`src/rtl/pwm_pkg.sv`:
```
// Shared types and defaults for the multi-channel PWM block.
//   pwm_mode_e        : counting mode of the shared timebase
//   PWM_WIDTH_DEFAULT : default counter/TOP/duty width
//   PWM_NCH_DEFAULT   : default channel count
package pwm_pkg;

  typedef enum logic {
    PWM_EDGE   = 1'b0,
    PWM_CENTER = 1'b1
  } pwm_mode_e;

  localparam int unsigned PWM_WIDTH_DEFAULT = 8;
  localparam int unsigned PWM_NCH_DEFAULT   = 4;

endpackage

```
`src/rtl/pwm_multi_channel_compare.sv`:
```
// pwm_compare_ch: one PWM channel behind the shared timebase.
// Holds the duty shadow (written any time) and the active duty (loaded at
// the period boundary), compares against the counter and registers the
// polarity-adjusted output.
// Ports:
//   clk, rst_n : clock, asynchronous active-low reset
//   en         : timebase enable; output holds while low
//   load       : period boundary tick; shadow -> active
//   wr_en      : shadow write strobe for this channel
//   wr_duty    : shadow write data
//   cnt        : shared counter value
//   cmp_down   : counter is in the descending half (centre mode, incl. TOP)
//   pwm_o      : registered PWM output
module pwm_compare_ch
  import pwm_pkg::*;
#(
  parameter int unsigned WIDTH = PWM_WIDTH_DEFAULT,
  parameter logic        POL   = 1'b0
) (
  input  logic             clk,
  input  logic             rst_n,
  input  logic             en,
  input  logic             load,
  input  logic             wr_en,
  input  logic [WIDTH-1:0] wr_duty,
  input  logic [WIDTH-1:0] cnt,
  input  logic             cmp_down,
  output logic             pwm_o
);

  logic [WIDTH-1:0] duty_shadow;
  logic [WIDTH-1:0] duty_active;
  logic             raw;

  // On the descending half the match value itself is still active, so a
  // centre-aligned pulse is 2*duty ticks wide and symmetric about cnt==0;
  // duty>=TOP then covers the whole period.
  always_comb begin
    raw = (cnt < duty_active) | (cmp_down & (cnt == duty_active));
  end

  always_ff @(posedge clk or negedge rst_n) begin
    if (!rst_n) begin
      duty_shadow <= '0;
      duty_active <= '0;
      pwm_o       <= POL;
    end else begin
      if (wr_en) duty_shadow <= wr_duty;
      // Non-blocking read: a same-cycle write lands at the next boundary.
      if (load)  duty_active <= duty_shadow;
      if (en)    pwm_o       <= raw ^ POL;
    end
  end

endmodule

```
`src/rtl/pwm_multi_channel.sv`:
```
// pwm_multi_channel: N-channel PWM generator with a shared timebase.
// Programmable period (TOP), edge- or centre-aligned counting, per-channel
// duty and output polarity. TOP, mode and duty are double-buffered and
// switch only at period boundaries.
// Optional feature macro: PWM_PRESCALE_EN adds prescale_i and an 8-bit
// prescaler (tick every prescale_i+1 enabled cycles).
// Ports:
//   clk, rst_n : clock, asynchronous active-low reset
//   en         : timebase enable; low freezes counter and outputs
//   top_i      : period shadow, sampled at boundary
//   center_i   : 0 edge-aligned, 1 centre-aligned, sampled at boundary
//   cfg_we     : duty shadow write strobe
//   cfg_ch     : channel index for write (>= NCH ignored)
//   cfg_duty   : duty value for write
//   prescale_i : clock divider (PWM_PRESCALE_EN only)
//   pwm_o      : registered PWM outputs
//   cnt_o      : counter value
//   wrap_o     : pulse in the cycle the counter re-enters 0 at a boundary
module pwm_multi_channel
  import pwm_pkg::*;
#(
  parameter int unsigned     WIDTH    = PWM_WIDTH_DEFAULT,
  parameter int unsigned     NCH      = PWM_NCH_DEFAULT,
  parameter int unsigned     CHW      = 2,
  parameter logic [NCH-1:0]  POLARITY = '0
) (
  input  logic             clk,
  input  logic             rst_n,
  input  logic             en,
  input  logic [WIDTH-1:0] top_i,
  input  logic             center_i,
  input  logic             cfg_we,
  input  logic [CHW-1:0]   cfg_ch,
  input  logic [WIDTH-1:0] cfg_duty,
`ifdef PWM_PRESCALE_EN
  input  logic [7:0]       prescale_i,
`endif
  output logic [NCH-1:0]   pwm_o,
  output logic [WIDTH-1:0] cnt_o,
  output logic             wrap_o
);

  logic             tick;
  logic [WIDTH-1:0] cnt;
  logic [WIDTH-1:0] cnt_nxt;
  logic [WIDTH-1:0] top_act;
  logic             dir_down;
  logic             dir_nxt;
  pwm_mode_e        mode_act;
  logic             at_top;
  logic             boundary;
  logic             load;
  logic             cmp_down;

`ifdef PWM_PRESCALE_EN
  logic [7:0] presc_cnt;
  logic       presc_term;

  // >= rather than == so a live decrease of prescale_i cannot strand the
  // counter above the new terminal value.
  always_comb begin
    presc_term = (presc_cnt >= prescale_i);
  end

  always_ff @(posedge clk or negedge rst_n) begin
    if (!rst_n) begin
      presc_cnt <= '0;
    end else if (en) begin
      presc_cnt <= presc_term ? '0 : presc_cnt + 8'd1;
    end
  end

  always_comb begin
    tick = en & presc_term;
  end
`else
  always_comb begin
    tick = en;
  end
`endif

  always_comb begin
    at_top   = (cnt == top_act);
    boundary = 1'b0;
    if (top_act == '0) begin
      boundary = 1'b1;
    end else if (mode_act == PWM_EDGE) begin
      boundary = at_top;
    end else begin
      // TOP==1 never reaches cnt==1 while descending; its top is the boundary.
      boundary = (cnt == WIDTH'(1)) && (dir_down || (top_act == WIDTH'(1)));
    end
  end

  always_comb begin
    cnt_nxt = cnt;
    dir_nxt = dir_down;
    if (boundary) begin
      cnt_nxt = '0;
      dir_nxt = 1'b0;
    end else if (mode_act == PWM_EDGE) begin
      cnt_nxt = cnt + WIDTH'(1);
    end else if (dir_down || at_top) begin
      cnt_nxt = cnt - WIDTH'(1);
      dir_nxt = 1'b1;
    end else begin
      cnt_nxt = cnt + WIDTH'(1);
    end
  end

  always_comb begin
    load     = tick & boundary;
    cmp_down = (mode_act == PWM_CENTER) && (top_act != '0) && (dir_down || at_top);
  end

  always_ff @(posedge clk or negedge rst_n) begin
    if (!rst_n) begin
      cnt      <= '0;
      dir_down <= 1'b0;
      top_act  <= '0;
      mode_act <= PWM_EDGE;
      wrap_o   <= 1'b0;
    end else begin
      wrap_o <= load;
      if (tick) begin
        cnt      <= cnt_nxt;
        dir_down <= dir_nxt;
        if (boundary) begin
          top_act  <= top_i;
          mode_act <= pwm_mode_e'(center_i);
        end
      end
    end
  end

  always_comb begin
    cnt_o = cnt;
  end

  for (genvar i = 0; i < NCH; i++) begin : g_ch
    pwm_compare_ch #(
      .WIDTH (WIDTH),
      .POL   (POLARITY[i])
    ) u_ch (
      .clk      (clk),
      .rst_n    (rst_n),
      .en       (en),
      .load     (load),
      .wr_en    (cfg_we && (cfg_ch == CHW'(i))),
      .wr_duty  (cfg_duty),
      .cnt      (cnt),
      .cmp_down (cmp_down),
      .pwm_o    (pwm_o[i])
    );
  end

endmodule
```
`config.mk`:
```
export PLATFORM = sky130hd
export DESIGN_NAME = pwm_multi_channel
export DESIGN_NICKNAME = d
export VERILOG_FILES = /design/src/rtl/pwm_pkg.sv /design/src/rtl/pwm_multi_channel_compare.sv /design/src/rtl/pwm_multi_channel.sv
export SDC_FILE = /design/constraint.sdc
export NUM_CORES = 1
export LEC_CHECK = 0
export CORE_ASPECT_RATIO = 1.4
export CORE_MARGIN = 8
export CORE_UTILIZATION = 52
export DETAILED_ROUTE_END_ITERATION = 8
export MAX_ROUTING_LAYER = met4
export PLACE_DENSITY = 0.75
export SYNTH_ARGS = -nofsm -noshare
export SYNTH_HDL_FRONTEND = slang
export SYNTH_SLANG_ARGS = --single-unit
export TNS_END_PERCENT = 50
```
`constraint.sdc`:
```
create_clock -name clk -period 2.3 [get_ports clk]
set_input_delay 0.345 -clock clk [delete_from_list [all_inputs] [get_ports clk]]
set_output_delay 0.345 -clock clk [all_outputs]
set_load 0.02 [all_outputs]
```
== Yosys cells after proc, flatten, opt, wreduce, memory -nomap -nowiden ==
Cells that the tools add are included.
Storage, ports and cells
  logic and storage cells: 66
  output and inout bits: 13
  input bits: 23
  register bits after elaboration: 87
Cells by class
  multiplexer cells: 8
  reduce and logical (&&, ||, !) cells: 16
  bitwise logic cells: 9
  order comparisons: 4
  eq/ne operators: 10
  $add $sub $neg: 2
Operator list (count)
  equality test 8 bit: 5
  < comparator 8 bit: 4
  2-to-1 mux 8 bit: 3
  equality test 8 x 1 -> 1 bit, second input constant: 2
  adder 8 x 1 -> 8 bit, second input constant: 1
  logical NOT 8 bit: 1
  nonzero test 8 bit: 1
  subtractor 8 x 1 -> 8 bit, second input constant: 1
  logical AND 1 bit: 7
  bitwise AND 1 bit: 5
  2-to-1 mux 1 bit: 5
  equality test 2 bit, second input constant: 2
  bitwise OR 1 bit: 4
  nonzero test 2 bit: 2
  AND reduction 3 bit: 1
  equality test 2 x 1 -> 1 bit, second input constant: 1
  logical NOT 2 bit: 1
  logical OR 1 bit: 2
  AND reduction 2 bit: 1

== Longest topological paths before layout ==
  word-level depth: 7
  depth in mapped cells: 9
  mapped depth without buffers: 8

== Hierarchy ==
Synthesis repeated with hierarchy kept, for this count alone.
Unflattened totals
  cell total of the unflattened synthesis: 421
  area, all modules: 4556.9 sq um
By module, submodules not included
  pwm_compare_ch: cells each 72, area each 807.0 sq um, times used 4, sequential area each 425.4 sq um
  pwm_multi_channel: cells each 133, area each 1328.8 sq um, times used 1, sequential area each 475.5 sq um

== Least setup slack after synthesis ==
OpenSTA, ideal clock, no wires.
  path type: flip-flop to flip-flop
  start point: register cnt[3], in the netlist cnt_o[3]
  end point: register g_ch[0].u_ch.duty_active[0]
  arrival time: 2.179 ns
  library setup time: 0.125 ns
  path buffers: 2
  data required time: 2.175 ns
  stages on the path, launching flop included: 8
  setup slack: -0.004 ns
  period minus slack after synthesis: 2.304 ns
  cells stage by stage: dfrtp_1 buf_2 or4_4 nor4_2 o22a_2 o21ai_4 buf_6 mux2_4
Between the ends
  longest elaborated chain between the ends: 5
  elaborated cells between the ends (all ways): 6
  those cells by class: 2 x eq/ne; 2 x mux; 1 x bitwise; 1 x reduce/logical
Ends and longest elaborated chain
  start, declared: line pwm_multi_channel.sv:44  | logic [WIDTH-1:0] cnt;
  start signal, assigned: line pwm_multi_channel.sv:126  | cnt <= cnt_nxt;
  equality test 8 x 1 -> 1 bit: line pwm_multi_channel.sv:91  | boundary = (cnt == WIDTH'(1)) && (dir_down || (top_act == WIDTH'(1)));
  logical AND 1 bit: line pwm_multi_channel.sv:91
  2-to-1 mux 1 bit (*): line pwm_multi_channel.sv:87  | end else if (mode_act == PWM_EDGE) begin
  2-to-1 mux 1 bit (*): line pwm_multi_channel.sv:85  | if (top_act == '0) begin
  bitwise AND 1 bit (*): line pwm_multi_channel.sv:112  | load = tick & boundary;
  end signal, assigned: line pwm_multi_channel_compare.sv:50  | if (load) duty_active <= duty_shadow;
  end, declared: line pwm_multi_channel_compare.sv:32  | logic [WIDTH-1:0] duty_active;
Mark *: on every way between the ends. The rest lies on a longest branch, timed or not.
A chain may end at the register's enable or synchronous reset.

== Final worst setup path ==
  start point: register top_act[5]
  end point: register g_ch[1].u_ch.duty_active[3]
Between the ends
  longest elaborated chain between the ends: 6
  elaborated cells between the ends (all ways): 8
  those cells by class: 2 x eq/ne; 2 x mux; 1 x bitwise; 3 x reduce/logical
Ends and longest elaborated chain
  start, declared: line pwm_multi_channel.sv:46  | logic [WIDTH-1:0] top_act;
  start signal, assigned: line pwm_multi_channel.sv:129  | top_act <= top_i;
  equality test 8 x 1 -> 1 bit: line pwm_multi_channel.sv:91
  logical OR 1 bit: line pwm_multi_channel.sv:91
  logical AND 1 bit: line pwm_multi_channel.sv:91
  2-to-1 mux 1 bit: line pwm_multi_channel.sv:87
  2-to-1 mux 1 bit (*): line pwm_multi_channel.sv:85
  bitwise AND 1 bit (*): line pwm_multi_channel.sv:112
  end signal, assigned: line pwm_multi_channel_compare.sv:50
  end, declared: line pwm_multi_channel_compare.sv:32
Marks and branches as above.

==> flow_summary.json <==
{
  "synth_top_cell_area_share_pct": 46.60,
  "wl_per_cell_um": 18.32,
  "whs_ps": 493.5,
  "ant_nets": 0,
  "path_max_fanout": 29,
  "synth_top_family_by_area": "multiplexers",
  "critPathTopFamily": "simple AND/OR/NAND/NOR gates",
  "routabilityCongestion": 0.8894,
  "cts.sinks": 87,
  "path_buf_inv": 1,
  "io_pins": 36,
  "clkSlewWorstSetupHoldPaths_ps": 60,
  "grt_pass1_vias": 3348,
  "worst_setup_path_end_kind": "flop",
  "routed_wl_um": 9968,
  "finalNetCount": 490,
  "numCtsBuffers": 9,
  "slew_viol_final": 0,
  "synth_top_area_cell": "dfrtp_1",
  "synth_area_per_cell_um2": 12.26,
  "root_buffer": "clkbuf_16",
  "synthArstFlopShare_pct": 100.0,
  "antenna_cells": 0,
  "synth_warnings": 0,
  "fin_worst_skew_ps": 6.920,
  "setup_tns_ps": 0,
  "portBuffers": 35,
  "clkLatencyLatePin_ps": 340,
  "synth_simple_gate_area_share_pct": 7.900,
  "yosysUniqueCellTypes": 46,
  "slew_headroom_pct": 63.77,
  "dp.cells": 527,
  "grt_max_degree": 44,
  "antenna_found_initial": 0,
  "cp.arrival_ps": 2480,
  "synthAdderAreaFrac_pct": 9.373,
  "min_period_ps": 2252,
  "cp.required_ps": 2530,
  "synth_edf_count": 0,
  "synthXorXnorAreaFrac_pct": 1.687,
  "placed_cell_area_um2": 5224,
  "cp-start-kind": "flop",
  "design_area_um2": 5559,
  "clk_path_buf_depth": 2,
  "synthMuxAreaShare_pct": 21.16,
  "synth_seq_cells": 87,
  "power-per-cell-area_nw_per_um2": 1305,
  "fmax_ghz": 0.4440,
  "setup_viol": 0,
  "leakage_nw": 2.674,
  "grt_usage_pct": 18.17,
  "place_ws_ps": 24.02,
  "hold_viol_final": 0,
  "ir_drop_mv": 0.6919,
  "dr.pass1.iters": 4,
  "drive_above_1_share_pct": 26.54,
  "htreeDepth": 3,
  "slowest_delay_ps": 560,
  "synth_compound_area_share_pct": 7.740,
  "overflow": 0,
  "cp_slowest_cell": "or4_1",
  "rows": 41,
  "die_area_um2": 12320,
  "finalWorstSetupSlack_ps": 47.54,
  "drc": 0,
  "synthCells": 381,
  "viasPerCell": 5.656,
  "synth_ff_type": "dfrtp_1",
  "synth_top_cells_by_area": "dfrtp_1 47%, mux2_4 13%, ha_1 9.4%, mux2_2 7.7%, inv_1 3.0%",
  "die_x_um": 96.11,
  "hpwl_um": 7487,
  "final.period_utilization_pct": 97.93,
  "via_count": 3077,
  "crit_type": "flop to flop",
  "hp-class": "flop to flop",
  "synth_nets": 439,
  "synth_seq_area_share_pct": 46.60,
  "tightestPinTransition_ps": 541.8,
  "cts_tree": "yes",
  "fin_cells": 544,
  "syn_area_um2": 4672,
  "post_cts_buffers": 0,
  "start_util_pct": 52.64,
  "fp.dieH_um": 128.2,
  "outcome": "finished, final reports clean",
  "crit_chain": "or4_1 > nor4_2 > o22a_2 > o21ai_4 > buf_12 > mux2_1",
  "core_um2": 8875,
  "grt_pass1_wl_um": 16540,
  "drtIter0Drc": 152,
  "drv_cap": 0,
  "area_delta_synth_final_pct": 18.99
}
timing repair:
item                                    in CTS  in global routing
resized for setup                            0                  2
endpoints found under the setup margin       0                 47
hold buffers                                 1                  0
hold endpoints to repair                    20                  0
power breakdown:
| group | internal (mW) | switching [mW] | total [mW] |
|---|---|---|---|
| clock | 0.910 | 0.604 | 1.51 |
| sequential | 2.08 | 0.420 | 2.49 |
| combinational | 1.72 | 1.53 | 3.25 |
| total | 4.70 | 2.55 | 7.26 |
synthesized netlist by cell type (all sizes together) (2+ instances only):
| cell | n |
|---|---|
| a211oi | 3 |
| a21o | 8 |
| a21oi | 11 |
| a31oi | 5 |
| buf | 12 |
| clkbuf | 3 |
| dfrtp | 87 |
| ha | 35 |
| inv | 38 |
| mux2 | 73 |
| mux2i | 2 |
| nand2 | 10 |
| nand2b | 5 |
| nand3 | 4 |
| nand3b | 2 |
| nand4 | 12 |
| nor2 | 12 |
| nor2b | 4 |
| nor3 | 8 |
| nor4 | 3 |
| o21a | 3 |
| o21ai | 14 |
| o22a | 2 |
| or3 | 2 |
| or4 | 3 |
| xnor2 | 9 |
layer usage:
layer | vias to the layer above | share of wire [%] | track usage (%)
met3 | 30 | 3.8 | 3.751
li1 | 1463 | - | -
met1 | 1515 | 40 | 19.40
met4 | 0 | 3.7 | 10.54
met5 | - | 0 | -
met2 | 69 | 52 | 30.08
cells by family (layout without fill, tap and decap cells):
kind of cell,count (synthesis),count (layout)
AO/OA/AOI/OAI,54,54
XOR/XNOR,9,9
adder cells (fa/ha/maj),35,35
buffers and inverters,54,110
flip-flops,87,87
multiplexers,75,75
AND/OR/NAND/NOR,67,67
metrics by stage:
stage	util [%]	power (mW)
6_report	62.64	7.256
5_1_grt	62.64	7.776
4_1_cts	62.51	7.286
3_5_place_dp	58.86	5.746
3_3_place_gp	58.86	5.600
2_1_floorplan	-	4.745
registers in the layout, indices dropped and copies added, names as in the netlist:
signal and count:
cnt_o 8, dir_down 1, g_ch.u_ch.duty_active 32, g_ch.u_ch.duty_shadow 32, g_ch.u_ch.pwm_o 4, mode_act 1, top_act 8, wrap_o 1
worst reg2reg max path: stages (launching register included):
cell and delay, ps:
dfrtp_1 420, or4_1 560, nor4_2 260, o22a_2 250, o21ai_4 90, buf_12 190, mux2_1 350
layout by cell type, fill, tap and decap left out, drive strengths merged, types with 2 or more instances in the layout:
master	count
dfrtp	87
mux2	73
inv	41
ha	35
clkdlybuf4s50	34
buf	20
o21ai	14
nor2	12
nand4	12
a21oi	11
clkbuf	11
nand2	10
xnor2	9
a21o	8
nor3	8
nand2b	5
a31oi	5
nand3	4
nor2b	4
o21a	3
a211oi	3
or4	3
nor4	3
nand3b	2
or3	2
mux2i	2
clkinv	2
o22a	2
cell type report:
cell class	count	area [um^2]
Clock buffer	11	252.7
Clock inverter	5	61.31
Fill cell	675	3316
Inverter	39	146.4
Multi-Input combinational cell	240	2247
Sequential cell	87	2180
Tap cell	107	133.9
Timing Repair Buffer	55	538.0
worst paths after layout:
check / startpoint / endpoint / cells after the start / slack, ps
max in group asynchronous: rst_n / g_ch[1].u_ch.duty_active[6]$_DFFE_PN0P_ / 3 / 1170
worst min-delay path: g_ch[1].u_ch.duty_active[2]$_DFFE_PN0P_ / g_ch[1].u_ch.duty_active[2]$_DFFE_PN0P_ / 1 / 490
worst max-delay path: top_act[5]$_DFFE_PN0P_ / g_ch[1].u_ch.duty_active[3]$_DFFE_PN0P_ / 6 / 50
worst max register to register: top_act[5]$_DFFE_PN0P_ / g_ch[1].u_ch.duty_active[3]$_DFFE_PN0P_ / 6 / 50
min in group asynchronous: rst_n / mode_act$_DFFE_PN0P_ / 2 / 520
worst min register to register: g_ch[1].u_ch.duty_active[2]$_DFFE_PN0P_ / g_ch[1].u_ch.duty_active[2]$_DFFE_PN0P_ / 1 / 490
(Power assumes the default switching activity.)
==> variant 1, RTL diff (config.mk and constraints unchanged) <==
Add a define of `PWM_PRESCALE_EN`.
--- a/src/rtl/pwm_multi_channel.sv
+++ b/src/rtl/pwm_multi_channel.sv
@@ -16,6 +16,8 @@
 //   pwm_o      : registered PWM outputs
 //   cnt_o      : counter value
 //   wrap_o     : pulse in the cycle the counter re-enters 0 at a boundary
+`define PWM_PRESCALE_EN
+
 module pwm_multi_channel
   import pwm_pkg::*;
 #(
Interface: changed (added prescale_i); port bits go from 36 to 44. The function was not compared with the original's and may differ.
==> variant 1 against the unedited design <==
Design area grew 16%. Core utilization up 0.60 points. Total power up 5.2%. Critical endpoint is now presc_cnt[4]. Clock skew shrank 0.0019 ns. Wire length increased by 13%. Worst setup slack gained 0.038 ns. Synthesized area increased by 14%. Sequential cell count up 8. Cell count up 22%. Maximum frequency up 1.7%. Sequential power grew 8%. Count of clock-buffer cells in the layout is 2 lower.
==> variant 1: results (changes against the unedited design) <==
The via count of the routed design came out at 3598 (+17%). The power per cell area is 1185 nW/µm² (-9.2%). The number of distinct library cells after synthesis is 52 (+13%). The clock share of power was 0.185 (-0.024). The number of flip-flops and latches is 95 (+9.2%). The combinational power is 3.54 mW (+8.9%). The met3 usage in global routing came out at 0.02922 (-0.008299).

The count of non-CTS inverters in the layout is 45 (+15%). The peak per-stage delay on the critical path is 0.45 ns (-0.11 ns). The number of fillers in the final layout came to 809 (+20%). The maximum number of pins on one net before global-route repair was 43 (-2.3%). The iteration-0 DRC count of the detailed router is 73 (-52%). The clock network area share is 0.04371 (-0.01279). The critical path's slowest cell is sky130_fd_sc_hd__clkdlybuf4s50_1.

After synthesis, the most frequently instantiated cells are sky130_fd_sc_hd__dfrtp_1, sky130_fd_sc_hd__inv_1, sky130_fd_sc_hd__ha_1. The final clock skew was 0.005028 ns (-0.001893 ns). The compound-cell area share of the yosys netlist is 0.1016 (+0.02419). The worst slew margin relative to its limit is 0.6826 (+0.04486). The share of cells above drive strength 1 came out at 0.2732 (+0.007799). The count of multi-input gates is 292 (+22%).

The met1 usage in global routing is 0.1939 (about the same). The number of gates given a new drive strength after cts is 1 (+1). The pre-CTS setup slack is -0.4276 ns (-0.4516 ns). The total area of multi-input combinational cells came out at 2690 µm² (+20%). The number of placed instances with taps included came out at 646 (+23%).

By area the synthesized netlist is led by sky130_fd_sc_hd__dfrtp_1, sky130_fd_sc_hd__mux2_4, sky130_fd_sc_hd__ha_1. The count of yosys warnings during synthesis came out at 0 (unchanged). The synthesized instance count came out at 444 (+17%). The buffering overhead came to 0.1166 (+0.01977).

The total track usage came out at 0.1831 (+0.001467). The cell area after placement is 6112 µm² (+17%). The register cell area after layout is 2377 µm² (+9.1%).

The number of global-route vias before repair is 3822 (+14%). In this run the worst hold path is classified as in2async. The post-synthesis net count came to 519 (+18%).

The estimated wirelength of the detail-placed design came out at 8981 µm (+20%). The sum of met2 wire segment lengths after detailed routing came to 6029 µm (+15%). The final estimated routing congestion in global placement came out at 0.8920 (+0.29%). The number of signal-net buffers in the layout came out at 79 (+44%). The count of buffers from port buffering is 43 (+23%). The switching power summed over all nets was 2.820 mW (+11%). The floorplan row count is 44 (+7.3%). The cell family contributing the most delay on the critical path is compound AO/OA/AOI/OAI gates. The synthesized-area fraction occupied by xor and xnor cells came out at 0.01966 (+0.002791). The non-filler instance count after layout came to 665 (+22%). The met2 track demand over resource in global routing is 0.3117 (+0.01094).

The run finished with clean final reports. The global-route wire length before repair came out at 18950 µm (+15%). The wire length on met1 is 4463 µm (+12%).

The post-synthesis to final-layout area growth is 20.51%. The post-synthesis share of cell area spent on full adders, half adders and majority gates came out at 0.1030 (+0.009263).
==> variant 1: logic make-up (layout without fill, tap and decap cells) <==
kind of cell / Yosys count / after routing
flip-flops: 95 / 95
AND/OR/NAND/NOR: 84 / 84
AO/OA/AOI/OAI: 78 / 78
multiplexers: 74 / 74
buffers and inverters: 57 / 140
adder cells (fa/ha/maj): 44 / 44
XOR/XNOR: 12 / 12
==> variant 1: path summary, 6_finish.rpt <==
path,slack (ns),endpoint,cells after the start,from
setup / recovery,0.09,presc_cnt[4],9,prescale_i[1]
hold / removal,0.47,g_ch[1].u_ch.duty_shadow[1],2,rst_n
setup reg to reg,0.11,presc_cnt[4],9,presc_cnt[0]
hold reg to reg,0.50,g_ch[3].u_ch.duty_active[7],1,g_ch[3].u_ch.duty_shadow[7]
max in group asynchronous,1.19,g_ch[2].u_ch.duty_active[5],3,rst_n
min in group clk,0.50,g_ch[3].u_ch.duty_active[7],1,g_ch[3].u_ch.duty_shadow[7]
==> variant 2, RTL diff (same settings) <==
Made on the original files. The output `wrap_o` loses its register stage (`wrap_o` becomes a continuous assignment). Comments in the files are not updated.
--- a/src/rtl/pwm_multi_channel.sv
+++ b/src/rtl/pwm_multi_channel.sv
@@ -119,9 +119,7 @@
       dir_down <= 1'b0;
       top_act  <= '0;
       mode_act <= PWM_EDGE;
-      wrap_o   <= 1'b0;
     end else begin
-      wrap_o <= load;
       if (tick) begin
         cnt      <= cnt_nxt;
         dir_down <= dir_nxt;
@@ -132,6 +130,8 @@
       end
     end
   end
+
+  assign wrap_o = load;
 
   always_comb begin
     cnt_o = cnt;
Check against the original RTL: not equivalent (a bounded check fails within 4 cycles, from zero or initial values and one cycle with rst_n low).
==> variant 2 against the unedited design <==
The run now ends with negative setup slack left. Sequential cell count is 1 lower. Worst setup slack got worse by 0.071 ns. Core utilization is 1.7 points higher. Wire length increased by 4.4%. Sequential share of layout area decreased by 1.5 points. Synthesized area is 0.54% lower. Design area is 2.8% higher. Clock skew is essentially flat. Via count rose by 1.3%. Total power is 5.0% higher.
==> variant 2: results (changes against the unedited design) <==
The run finished, with violations left. The checks that failed: negative setup slack. The synthesized-area fraction occupied by xor and xnor cells is 0.01696 (+0.00009086). The estimated wirelength of the detail-placed design came out at 7500 µm (+0.17%). The first-pass iteration count of the detailed router came to 6 (+2). The number of global-route vias before repair was 3336 (-0.36%). The global-route wire length before repair came to 16760 µm (+1.3%). By count the netlist is led by sky130_fd_sc_hd__dfrtp_1, sky130_fd_sc_hd__mux2_4, sky130_fd_sc_hd__inv_1. The worst hold slack is 0.008128 ns (-0.4853 ns). The leakage power is 2.758 nW (+3.2%). The worst slew margin relative to its limit was 0.6302 (-0.007555).

The routed wire length on met3 came out at 335 µm (-11%). The synthesized instance count came to 380 (-0.26%). The hold buffer count at CTS came out at 0 (-1).

The share of cells above drive strength 1 is 0.3201 (+0.05464). The met1 usage in global routing came out at 0.1979 (+0.003950). The clock share of power is 0.205 (-0.004).

The share of synthesized area occupied by flip-flops and latches is 0.4631 (-0.002876). The sum of met2 wire segment lengths after detailed routing is 5617 µm (+7.4%). The worst reg-to-reg setup slack is 0.02 ns (-0.03 ns). The post-synthesis net count is 438 (-0.23%). The total track usage was 0.1849 (+0.003225). The relative contribution of combinational cells to total power came out at 0.475 (+0.028). The post-synthesis share of cell area spent on full adders, half adders and majority gates came out at 0.09424 (+0.0005048). The met2 track demand over resource in global routing came out at 0.3182 (+0.01745). The setup slack after layout came out at -0.02310 ns (-0.07064 ns). The number of setup violations in the final report is 1 (+1). The final net count is 507 (+3.5%). The compound-cell area share of the yosys netlist came out at 0.07781 (+0.0004168). The final clock skew is 0.006982 ns (+0.00006148 ns). The post-detailed-routing wire length came out at 10400 µm (+4.4%).

The wire length per cell after detailed routing came out at 18.58 µm (+1.4%). The met3 usage in global routing is 0.02989 (-0.007620). The setup fix buffers added after clock tree synthesis came out at 1 (+1).

The number of placed instances with taps included came out at 543 (+3.0%). The arrival time at the worst endpoint came to 1.98 ns (-0.50 ns). The number of gates given a new drive strength after cts is 11 (+11). The internal portion of total power came to 4.959 mW (+5.4%). The peak fanout along the critical path is 2 (-93%). The peak ir drop on the vdd network came out at 0.8196 mV (+18%). The post-synthesis mux area share came out at 0.2127 (+0.001139).

The number of fillers in the final layout is 690 (+2.2%).
==> variant 2: cell types whose count changed after synthesis <==
cell / before / now
sky130_fd_sc_hd__dfrtp_1: 87 / 86
==> variant 2: area by class of cell <==
type                            count  area (µm²)  share of cell area
Multi-Input combinational cell    240        2306              0.4036
Sequential cell                    86        2156              0.3774
Inverter                           39       146.4             0.02562
Tap cell                          107       133.9             0.02343
Clock buffer                       10       239.0             0.04183
Timing Repair Buffer               73       650.6              0.1139
Clock inverter                      5       81.33             0.01424
==> variant 2: metrics by stage <==
step	power (mW)	setup slack [ns]	util	TNS, ns	area, µm²
final	7.620	-0.02310	0.6437	-0.02310	5713
after global placement	5.753	-0.1883	0.5975	-3.010	5303
after global routing	8.086	-0.09696	0.6437	-0.1883	5713
after floorplan	4.725	0.001001	-	0	4651
after detailed placement	5.923	-0.2525	0.5975	-6.964	5303
after CTS	7.573	-0.08973	0.6377	-0.2851	5659
